[src/rtl/axis_src_arb_if.sv]
// Shared stream bundle for the source arbiter: NUM_SRC input lanes plus the
// single merged output. The arbiter takes the slave view; whatever feeds the
// sources and sinks the output takes the master view.
interface axis_src_arb_if #(
   parameter int NUM_SRC = 4,
   parameter int DATAW   = 64
);
   localparam int SRCW = $clog2(NUM_SRC);

   logic [NUM_SRC-1:0]       s_vld;
   logic [NUM_SRC-1:0]       s_rdy;
   logic [NUM_SRC*DATAW-1:0] s_data;
   logic [NUM_SRC-1:0]       s_last;
   logic                     m_vld;
   logic                     m_rdy;
   logic [DATAW-1:0]         m_data;
   logic                     m_last;
   logic [SRCW-1:0]          m_src;

   modport slave (
      input  s_vld, s_data, s_last, m_rdy,
      output s_rdy, m_vld, m_data, m_last, m_src
   );

   modport master (
      output s_vld, s_data, s_last, m_rdy,
      input  s_rdy, m_vld, m_data, m_last, m_src
   );
endinterface

[src/rtl/axis_src_arb.sv]
// Frame-locked round-robin arbiter merging NUM_SRC streams into one sink.
// A grant is held from the first beat until last (source or forced at
// MAX_BEATS), so frames never interleave. One registered output stage.
//
// state | meaning
// IDLE  | no frame locked; pick next requester after rr_ptr
// LOCK  | frame from grant in progress; only grant may transfer
module axis_src_arb #(
   parameter int NUM_SRC   = 4,
   parameter int DATAW     = 64,
   parameter int MAX_BEATS = 16
) (
   input  logic                clk,
   input  logic                s_rst_n,
   axis_src_arb_if.slave       bus,
   output logic                busy,
   output logic                trunc_err,
   output logic [15:0]         frame_cnt
);
   localparam int SRCW = $clog2(NUM_SRC);
   localparam int BCW  = $clog2(MAX_BEATS + 1);

   typedef enum logic {IDLE, LOCK} state_t;

   state_t             state_q, state_d;
   logic [SRCW-1:0]    rr_ptr_q, rr_ptr_d;
   logic [SRCW-1:0]    grant_q, grant_d;
   logic [BCW-1:0]     beat_cnt_q, beat_cnt_d;
   logic               m_vld_q, m_vld_d;
   logic [DATAW-1:0]   m_data_q, m_data_d;
   logic               m_last_q, m_last_d;
   logic [SRCW-1:0]    m_src_q, m_src_d;
   logic               trunc_err_q, trunc_err_d;
   logic [15:0]        frame_cnt_q, frame_cnt_d;

   logic               acc;
   logic               xfer;
   logic               last_c;
   logic               found;
   logic [SRCW-1:0]    idx_c;
   logic [NUM_SRC-1:0] s_rdy_c;

   // State registers; reset drops any in-flight beat and partial frame.
   always_ff @(posedge clk or negedge s_rst_n) begin
      if (!s_rst_n) begin
         state_q     <= IDLE;
         rr_ptr_q    <= SRCW'(NUM_SRC - 1);
         grant_q     <= '0;
         beat_cnt_q  <= '0;
         m_vld_q     <= 1'b0;
         m_data_q    <= '0;
         m_last_q    <= 1'b0;
         m_src_q     <= '0;
         trunc_err_q <= 1'b0;
         frame_cnt_q <= '0;
      end else begin
         state_q     <= state_d;
         rr_ptr_q    <= rr_ptr_d;
         grant_q     <= grant_d;
         beat_cnt_q  <= beat_cnt_d;
         m_vld_q     <= m_vld_d;
         m_data_q    <= m_data_d;
         m_last_q    <= m_last_d;
         m_src_q     <= m_src_d;
         trunc_err_q <= trunc_err_d;
         frame_cnt_q <= frame_cnt_d;
      end
   end

   // Arbitration, frame locking and output-register load.
   always_comb begin
      state_d     = state_q;
      rr_ptr_d    = rr_ptr_q;
      grant_d     = grant_q;
      beat_cnt_d  = beat_cnt_q;
      m_vld_d     = m_vld_q;
      m_data_d    = m_data_q;
      m_last_d    = m_last_q;
      m_src_d     = m_src_q;
      trunc_err_d = 1'b0;
      frame_cnt_d = frame_cnt_q;
      s_rdy_c     = '0;
      found       = 1'b0;
      idx_c       = '0;
      xfer        = 1'b0;
      last_c      = 1'b0;
      acc         = !m_vld_q || bus.m_rdy;

      case (state_q)
         IDLE: begin
            // Search starts just after the last finished source.
            for (int i = 1; i <= NUM_SRC; i++) begin
               idx_c = SRCW'((int'(rr_ptr_q) + i) % NUM_SRC);
               if (!found && bus.s_vld[idx_c]) begin
                  found   = 1'b1;
                  grant_d = idx_c;
               end
            end
            if (found) state_d = LOCK;
            if (acc) m_vld_d = 1'b0;
         end
         LOCK: begin
            s_rdy_c[grant_q] = acc;
            xfer   = bus.s_vld[grant_q] && acc;
            last_c = bus.s_last[grant_q] || (beat_cnt_q == BCW'(MAX_BEATS - 1));
            if (xfer) begin
               m_vld_d  = 1'b1;
               m_data_d = bus.s_data[grant_q*DATAW +: DATAW];
               m_src_d  = grant_q;
               m_last_d = last_c;
               if (last_c) begin
                  // FSM leaves LOCK when the last beat enters the register.
                  rr_ptr_d    = grant_q;
                  beat_cnt_d  = '0;
                  frame_cnt_d = frame_cnt_q + 16'd1;
                  trunc_err_d = !bus.s_last[grant_q];
                  state_d     = IDLE;
               end else begin
                  beat_cnt_d = beat_cnt_q + BCW'(1);
               end
            end else if (acc) begin
               m_vld_d = 1'b0;
            end
         end
         default: state_d = IDLE;
      endcase
   end

   assign bus.s_rdy  = s_rdy_c;
   assign bus.m_vld  = m_vld_q;
   assign bus.m_data = m_data_q;
   assign bus.m_last = m_last_q;
   assign bus.m_src  = m_src_q;
   assign busy       = (state_q == LOCK);
   assign trunc_err  = trunc_err_q;
   assign frame_cnt  = frame_cnt_q;
endmodule

[src/flat_wrapper.sv]
// flat-port wrapper written by rule: the top's interface ports become plain ports
module axis_src_arb_flat 
#(
   parameter int NUM_SRC   = 4,
   parameter int DATAW     = 64,
   parameter int MAX_BEATS = 16
)
  (clk, s_rst_n, busy, trunc_err, frame_cnt, bus_s_vld, bus_s_data, bus_s_last, bus_m_rdy, bus_s_rdy, bus_m_vld, bus_m_data, bus_m_last, bus_m_src);
  axis_src_arb_if #(.NUM_SRC(NUM_SRC), .DATAW(DATAW)) bus_i ();
  input  logic clk;
  input  logic s_rst_n;
  output logic busy;
  output logic trunc_err;
  output logic [15:0] frame_cnt;
  input wire logic [$bits(bus_i.s_vld)-1:0] bus_s_vld;
  input wire logic [$bits(bus_i.s_data)-1:0] bus_s_data;
  input wire logic [$bits(bus_i.s_last)-1:0] bus_s_last;
  input wire logic [$bits(bus_i.m_rdy)-1:0] bus_m_rdy;
  output wire logic [$bits(bus_i.s_rdy)-1:0] bus_s_rdy;
  output wire logic [$bits(bus_i.m_vld)-1:0] bus_m_vld;
  output wire logic [$bits(bus_i.m_data)-1:0] bus_m_data;
  output wire logic [$bits(bus_i.m_last)-1:0] bus_m_last;
  output wire logic [$bits(bus_i.m_src)-1:0] bus_m_src;
  assign bus_i.s_vld = bus_s_vld;
  assign bus_i.s_data = bus_s_data;
  assign bus_i.s_last = bus_s_last;
  assign bus_i.m_rdy = bus_m_rdy;
  assign bus_s_rdy = bus_i.s_rdy;
  assign bus_m_vld = bus_i.m_vld;
  assign bus_m_data = bus_i.m_data;
  assign bus_m_last = bus_i.m_last;
  assign bus_m_src = bus_i.m_src;
  axis_src_arb #(.NUM_SRC(NUM_SRC), .DATAW(DATAW), .MAX_BEATS(MAX_BEATS)) u_core (.clk(clk), .s_rst_n(s_rst_n), .bus(bus_i), .busy(busy), .trunc_err(trunc_err), .frame_cnt(frame_cnt));
endmodule
[config.mk]
export PLATFORM = sky130hd
export DESIGN_NAME = axis_src_arb_flat
export DESIGN_NICKNAME = d
export VERILOG_FILES = /design/src/rtl/axis_src_arb_if.sv /design/src/rtl/axis_src_arb.sv /design/src/flat_wrapper.sv
export SDC_FILE = /design/constraint.sdc
export NUM_CORES = 1
export LEC_CHECK = 0
export BUFFER_PORTS_ARGS = -buffer_cell sky130_fd_sc_hd__buf_2
export CORE_AREA = 3 3 136 138
export DETAILED_ROUTE_END_ITERATION = 7
export DIE_AREA = 0 0 139 141
export PLACE_DENSITY_LB_ADDON = 0.12
export SYNTH_ARGS = -nofsm -noshare
export SYNTH_HDL_FRONTEND = slang
export SYNTH_SLANG_ARGS = --single-unit
[constraint.sdc]
create_clock -name clk -period 2.51 [get_ports clk]
set_input_delay 0.753 -clock clk [delete_from_list [all_inputs] [get_ports clk]]
set_output_delay 0.753 -clock clk [all_outputs]
set_load 0.01 [all_outputs]
# Word level (Yosys, flattened, before mapping)
# Cells that the tools add are included.
dict set report word_totals {
  register_bits 95
  out_inout_bits 90
  elab_cells 80
}
dict set report classes {
  addsub 6
  magnitude_cmp 6
  n_eq_ne 1
  shift 1
  n_mux 38
  bitwise 2
  n_reduce_logical 16
}
# cell count
set ops {}
lappend ops {{256-bit by 9-bit indexed part select with 64-bit output} 1}
lappend ops {{1-bit two-way mux} 23}
lappend ops {{16-bit by 1-bit adder with 16-bit output, second input constant} 1}
lappend ops {{2-bit by 3-bit less-than comparator with 1-bit output, second input constant} 5}
lappend ops {{1-bit binary-select mux with 2-bit select} 6}
lappend ops {{2-bit two-way mux} 4}
lappend ops {{5-bit by 1-bit adder with 5-bit output, second input constant} 1}
lappend ops {{5-bit by 4-bit equality test with 1-bit output, second input constant} 1}
lappend ops {{1-bit logical AND} 5}
lappend ops {{1-bit zero test} 5}
lappend ops {{5-bit two-way mux} 1}
lappend ops {{2-bit by 1-bit adder with 2-bit output, second input constant} 2}
lappend ops {{2-bit adder, second input constant} 2}
lappend ops {{4-bit bitwise AND} 1}
lappend ops {{4-bit two-way mux} 1}
lappend ops {{1-bit case mux with 2 select lines} 2}
lappend ops {{2-bit AND reduction} 2}
lappend ops {{4-bit nonzero test} 1}
lappend ops {{3-bit AND reduction} 1}
lappend ops {{1-bit demux with 2-bit select} 1}
lappend ops {{2-bit by 1-bit >= comparator with 1-bit output, second input constant} 1}
lappend ops {{1-bit logical OR} 2}
lappend ops {{1-bit NOT} 1}

# Depth between registers and ports, before layout
dict set report depth {
  word_depth 19
  ltp_mapped 8
  depth_no_buf 7
}

# Worst setup path before layout
# OpenSTA, ideal clock, no wires.
dict set report synth_timing {
  path_type {input port to output port}
  startpoint {in bus_m_rdy}
  endpoint {out bus_s_rdy[0]}
  arrival_time_ns 1.386
  t_required_ns 1.757
  path_slack_ns 0.371
  cell_stages 4
  cell_sequence {nand2b_1 clkbuf_1 nand2_1 nor3_1}
}
dict set report synth_via {
  elab_chain_cells 3
}
# item line
set synth_rtl {}
lappend synth_rtl {{start: declaration} flat_wrapper.sv:18} ;# input wire logic [$bits(bus_i.m_rdy)-1:0] bus_m_rdy;
lappend synth_rtl {{1-bit logical OR} axis_src_arb.sv:87} ;# acc = !m_vld_q || bus.m_rdy;
lappend synth_rtl {{4-bit bitwise AND (no source line)} --}
lappend synth_rtl {{4-bit two-way mux} axis_src_arb.sv:89} ;# case (state_q)
lappend synth_rtl {{end: declaration} flat_wrapper.sv:19} ;# output wire logic [$bits(bus_i.s_rdy)-1:0] bus_s_rdy;
# Every way passes these cells.

# Worst setup path in the final report
dict set report layout_timing {
  startpoint {reg u_core.grant_q[0]}
  endpoint {out bus_s_rdy[3]}
}
dict set report layout_via {
  elab_chain_cells 6
}
# item line
set layout_rtl {}
lappend layout_rtl {{start: declaration} axis_src_arb.sv:27} ;# logic [SRCW-1:0] grant_q, grant_d;
lappend layout_rtl {{start signal: assignment} axis_src_arb.sv:59} ;# grant_q <= grant_d;
lappend layout_rtl {{2-bit by 3-bit less-than comparator with 1-bit output (not written as such) / 2-bit by 1-bit >= comparator with 1-bit output (equally long branches)} axis_src_arb.sv:103} ;# s_rdy_c[grant_q] = acc;
lappend layout_rtl {{1-bit logical AND (not written as such)} axis_src_arb.sv:103}
lappend layout_rtl {{1-bit two-way mux (not written as such)} axis_src_arb.sv:103}
lappend layout_rtl {{1-bit demux with 2-bit select (*)} --}
lappend layout_rtl {{4-bit bitwise AND (no source line) (*)} --}
lappend layout_rtl {{4-bit two-way mux (*)} axis_src_arb.sv:89}
# Mark *: on every way between the ends. The rest lies on a longest branch, timed or not.

==> results.sh <==
export IMPL_drtIter0Drc=227
export IMPL_final_hold_viol_count=0
export IMPL_layoutNonFillerInstCount=1081
export IMPL_critical_path_required_ps=1760
export IMPL_cts_root_buffer="clkbuf_16"
export IMPL_synth_warning_count=0
export IMPL_num_io_pins=357
export IMPL_dr_pass1_iters=5
export IMPL_relSlewSlack_pct=63.4
export IMPL_drv_slew=0
export IMPL_worstSkewPairLatency_ps=340
export IMPL_die_h_um=141
export IMPL_grt_pass1_vias=5609
export IMPL_slowest_delay_ps=640
export IMPL_tns_ps=0
export IMPL_grt_use_total_pct=18.7
export IMPL_routed_via_density=4.81
export IMPL_crit_arrival_ps=1460
export IMPL_end_kind="primary output"
export IMPL_fmax_ghz=0.452
export IMPL_hold_slack_ps=394
export IMPL_final_common_cell="buf_2"
export IMPL_finalSetupViolations=0
export IMPL_grt_max_degree=84
export IMPL_chipWidth_um=139
export IMPL_placed_cell_area_mm2=0.00758
export IMPL_critPathBufInv=1
export IMPL_ys_types=36
export IMPL_cp_start_kind="flop"
export IMPL_grt_setup_unrepaired="false"
export IMPL_initial_core_util_pct=32.0
export IMPL_clockBufferDepth=2
export IMPL_synthCells=509
export IMPL_path_clk_slew_ps=70
export IMPL_post_cts_setup_buffers=0
export IMPL_syn_area_per_cell_um2=10.9
export IMPL_cts_repair_resized=0
export IMPL_grt_pass1_wl_um=29400
export IMPL_cts_made_buffers=9
export IMPL_critical_path_max_fanout=20
export IMPL_nets=1121
export IMPL_cellLeakagePower_nw=4.14
export IMPL_final_cell_mix="355 x buf_2, 203 x nand2_1, 91 x dfrtp_1"
export IMPL_route_detailed_drc=0
export IMPL_critPathKind="reg2out"
export IMPL_worst_pin_slew_ps=549
export IMPL_ys_seq_area_share_pct=43.0
export IMPL_netlist_area_mm2=0.00554
export IMPL_cp_top_family="flip-flops"
export IMPL_htreeDepth=3
export IMPL_routabilityCongestion=0.879
export IMPL_slowest_stage="dfrtp_4"
export IMPL_wirelength_um=18500
export IMPL_placedCellCount=1065
export IMPL_hold_buffers=0
export IMPL_die_area_mm2=0.0196
export IMPL_worstPathCellList="nand3_1 > nor2_1 > buf_2"
export IMPL_tritoncts="built"
export IMPL_ant_nets=0
export IMPL_vias=5199
export IMPL_yosys_area_top_type="dfrtp_1"
export IMPL_drv_cap=0
export IMPL_post_route_period_util_pct=88.1
export IMPL_cts_num_sinks=95
export IMPL_peakVddDrop_mv=0.642
export IMPL_power_total_mw=8.80
export IMPL_synthTopCellsByArea="dfrtp_1 42%, mux4_2 26%, nand2_1 14%, xnor2_1 2.5%, buf_2 2.1%"
export IMPL_dp_hpwl_um=15100
export IMPL_powerDensity_mw_per_mm2=1120
export IMPL_min_period_ps=2210
export IMPL_layout_area_overhead_vs_synth_pct=42.5
export IMPL_drive_gt1_share_pct=54.0
export IMPL_drt_wirelength_per_cell_um=17.1
export IMPL_grt_overflow_total=0
export IMPL_syn_num_nets=779
export IMPL_diodes=0
export IMPL_ys_ff_latch=95
export IMPL_final_area_mm2=0.00789
export IMPL_rows=48
export IMPL_status="completed"
export IMPL_antenna_found_initial=0
export IMPL_core_mm2=0.0173
export IMPL_synth_top_area_share_pct=42.0
export IMPL_clock_skew_final_ps=7.91
export IMPL_hold_path_class="in2async"
export IMPL_port_buffers=356
## where the power goes
part | total [mW] | leakage, nW | switching (mW) | internal [mW]
combinational | 4.67 | 2.81 | 2.50 | 2.17
clock | 1.40 | 0.149 | 0.594 | 0.805
sequential | 2.74 | 1.19 | 0.514 | 2.22
## path summary, 6_finish.rpt
| path | from | end | slack (ps) | depth (start not counted) |
|---|---|---|---|---|
| setup / recovery | u_core.grant_q[0] | bus_s_rdy[3] | 300 | 3 |
| hold / removal | s_rst_n | u_core.frame_cnt[13] | 390 | 1 |
| setup reg to reg | u_core.beat_cnt_q[0] | u_core.frame_cnt[3] | 460 | 8 |
| hold reg to reg | u_core.bus.m_data[38] | u_core.bus.m_data[38] | 470 | 2 |
| max in group asynchronous | s_rst_n | u_core.rr_ptr_q[0] | 1400 | 2 |
| min in group clk | u_core.bus.m_data[38] | u_core.bus.m_data[38] | 470 | 2 |
## worst reg2reg max path: cells and delay by family (launching register included)
kind | cells | cell delay, ps
and+or+nand+nor | 3 | 380
AOI/OAI and AO/OA | 1 | 330
adders and majority gates | 2 | 390
DFF | 1 | 390
buffers and inverters | 1 | 270
xor gates and xnor gates | 1 | 150
## per-layer routing
layer	global-route usage (%)	share of wire [%]
met1	21.5	37
met2	34.7	54
met3	4.82	7.4
met4	5.10	1.2
met5	0	0
## area by class of cell
class                      instances  area (µm²)
clock buffer                      10         239
inverter                           9        33.8
sequential                        95        2390
multi-input combinational        368        2940
fill                            1742        9410
clock inverter                     6        68.8
tap                              225         282
timing repair buffer             368        1940
## sequential cells by signal, summed over array words and instances, names as in the netlist, named ones only
name	count
u_core.bus.m_src	2
u_core.bus.m_data	64
u_core.bus.m_last	1
u_core.trunc_err	1
u_core.rr_ptr_q	2
u_core.beat_cnt_q	5
u_core.frame_cnt	16
u_core.busy	1
u_core.grant_q	2
## cells by family after synthesis
family / share of synthesized area, %
simple gates: 19.6
xor+xnor: 2.85
flops: 43.0
fa+ha+maj: 0.678
mux: 27.8
buf+inv: 3.98
compound gates: 2.10
## synth_stat cells (all sizes together)
| master | number |
|---|---|
| nand2 | 204 |
| dfrtp | 93 |
| mux4 | 65 |
| buf | 29 |
| xnor2 | 16 |
| nand4 | 15 |
| and3 | 9 |
| inv | 9 |
| clkbuf | 8 |
| nand3 | 7 |
| nor2 | 7 |
| o21ai | 6 |
| and2 | 4 |
| mux2i | 4 |
| o22ai | 4 |
| a21oi | 3 |
| ha | 3 |
| mux2 | 3 |
| nand2b | 3 |
| nor3 | 3 |
| a22oi | 2 |
| dfstp | 2 |
| nor2b | 2 |
| nor4 | 2 |
| xor2 | 2 |
| a222oi | 1 |
| o2111ai | 1 |
| o21a | 1 |
| or4 | 1 |
## metrics by stage
| stage | setup slack (ps) | utilization, % |
|---|---|---|
| 3_3_place_gp | 269 | 43.8 |
| 4_1_cts | 253 | 45.6 |
| 2_1_floorplan | 371 | - |
| 5_1_grt | 188 | 45.6 |
| 3_5_place_dp | 240 | 43.8 |
| 6_report | 299 | 45.6 |
No activity file was read; power rests on OpenSTA's default activity.
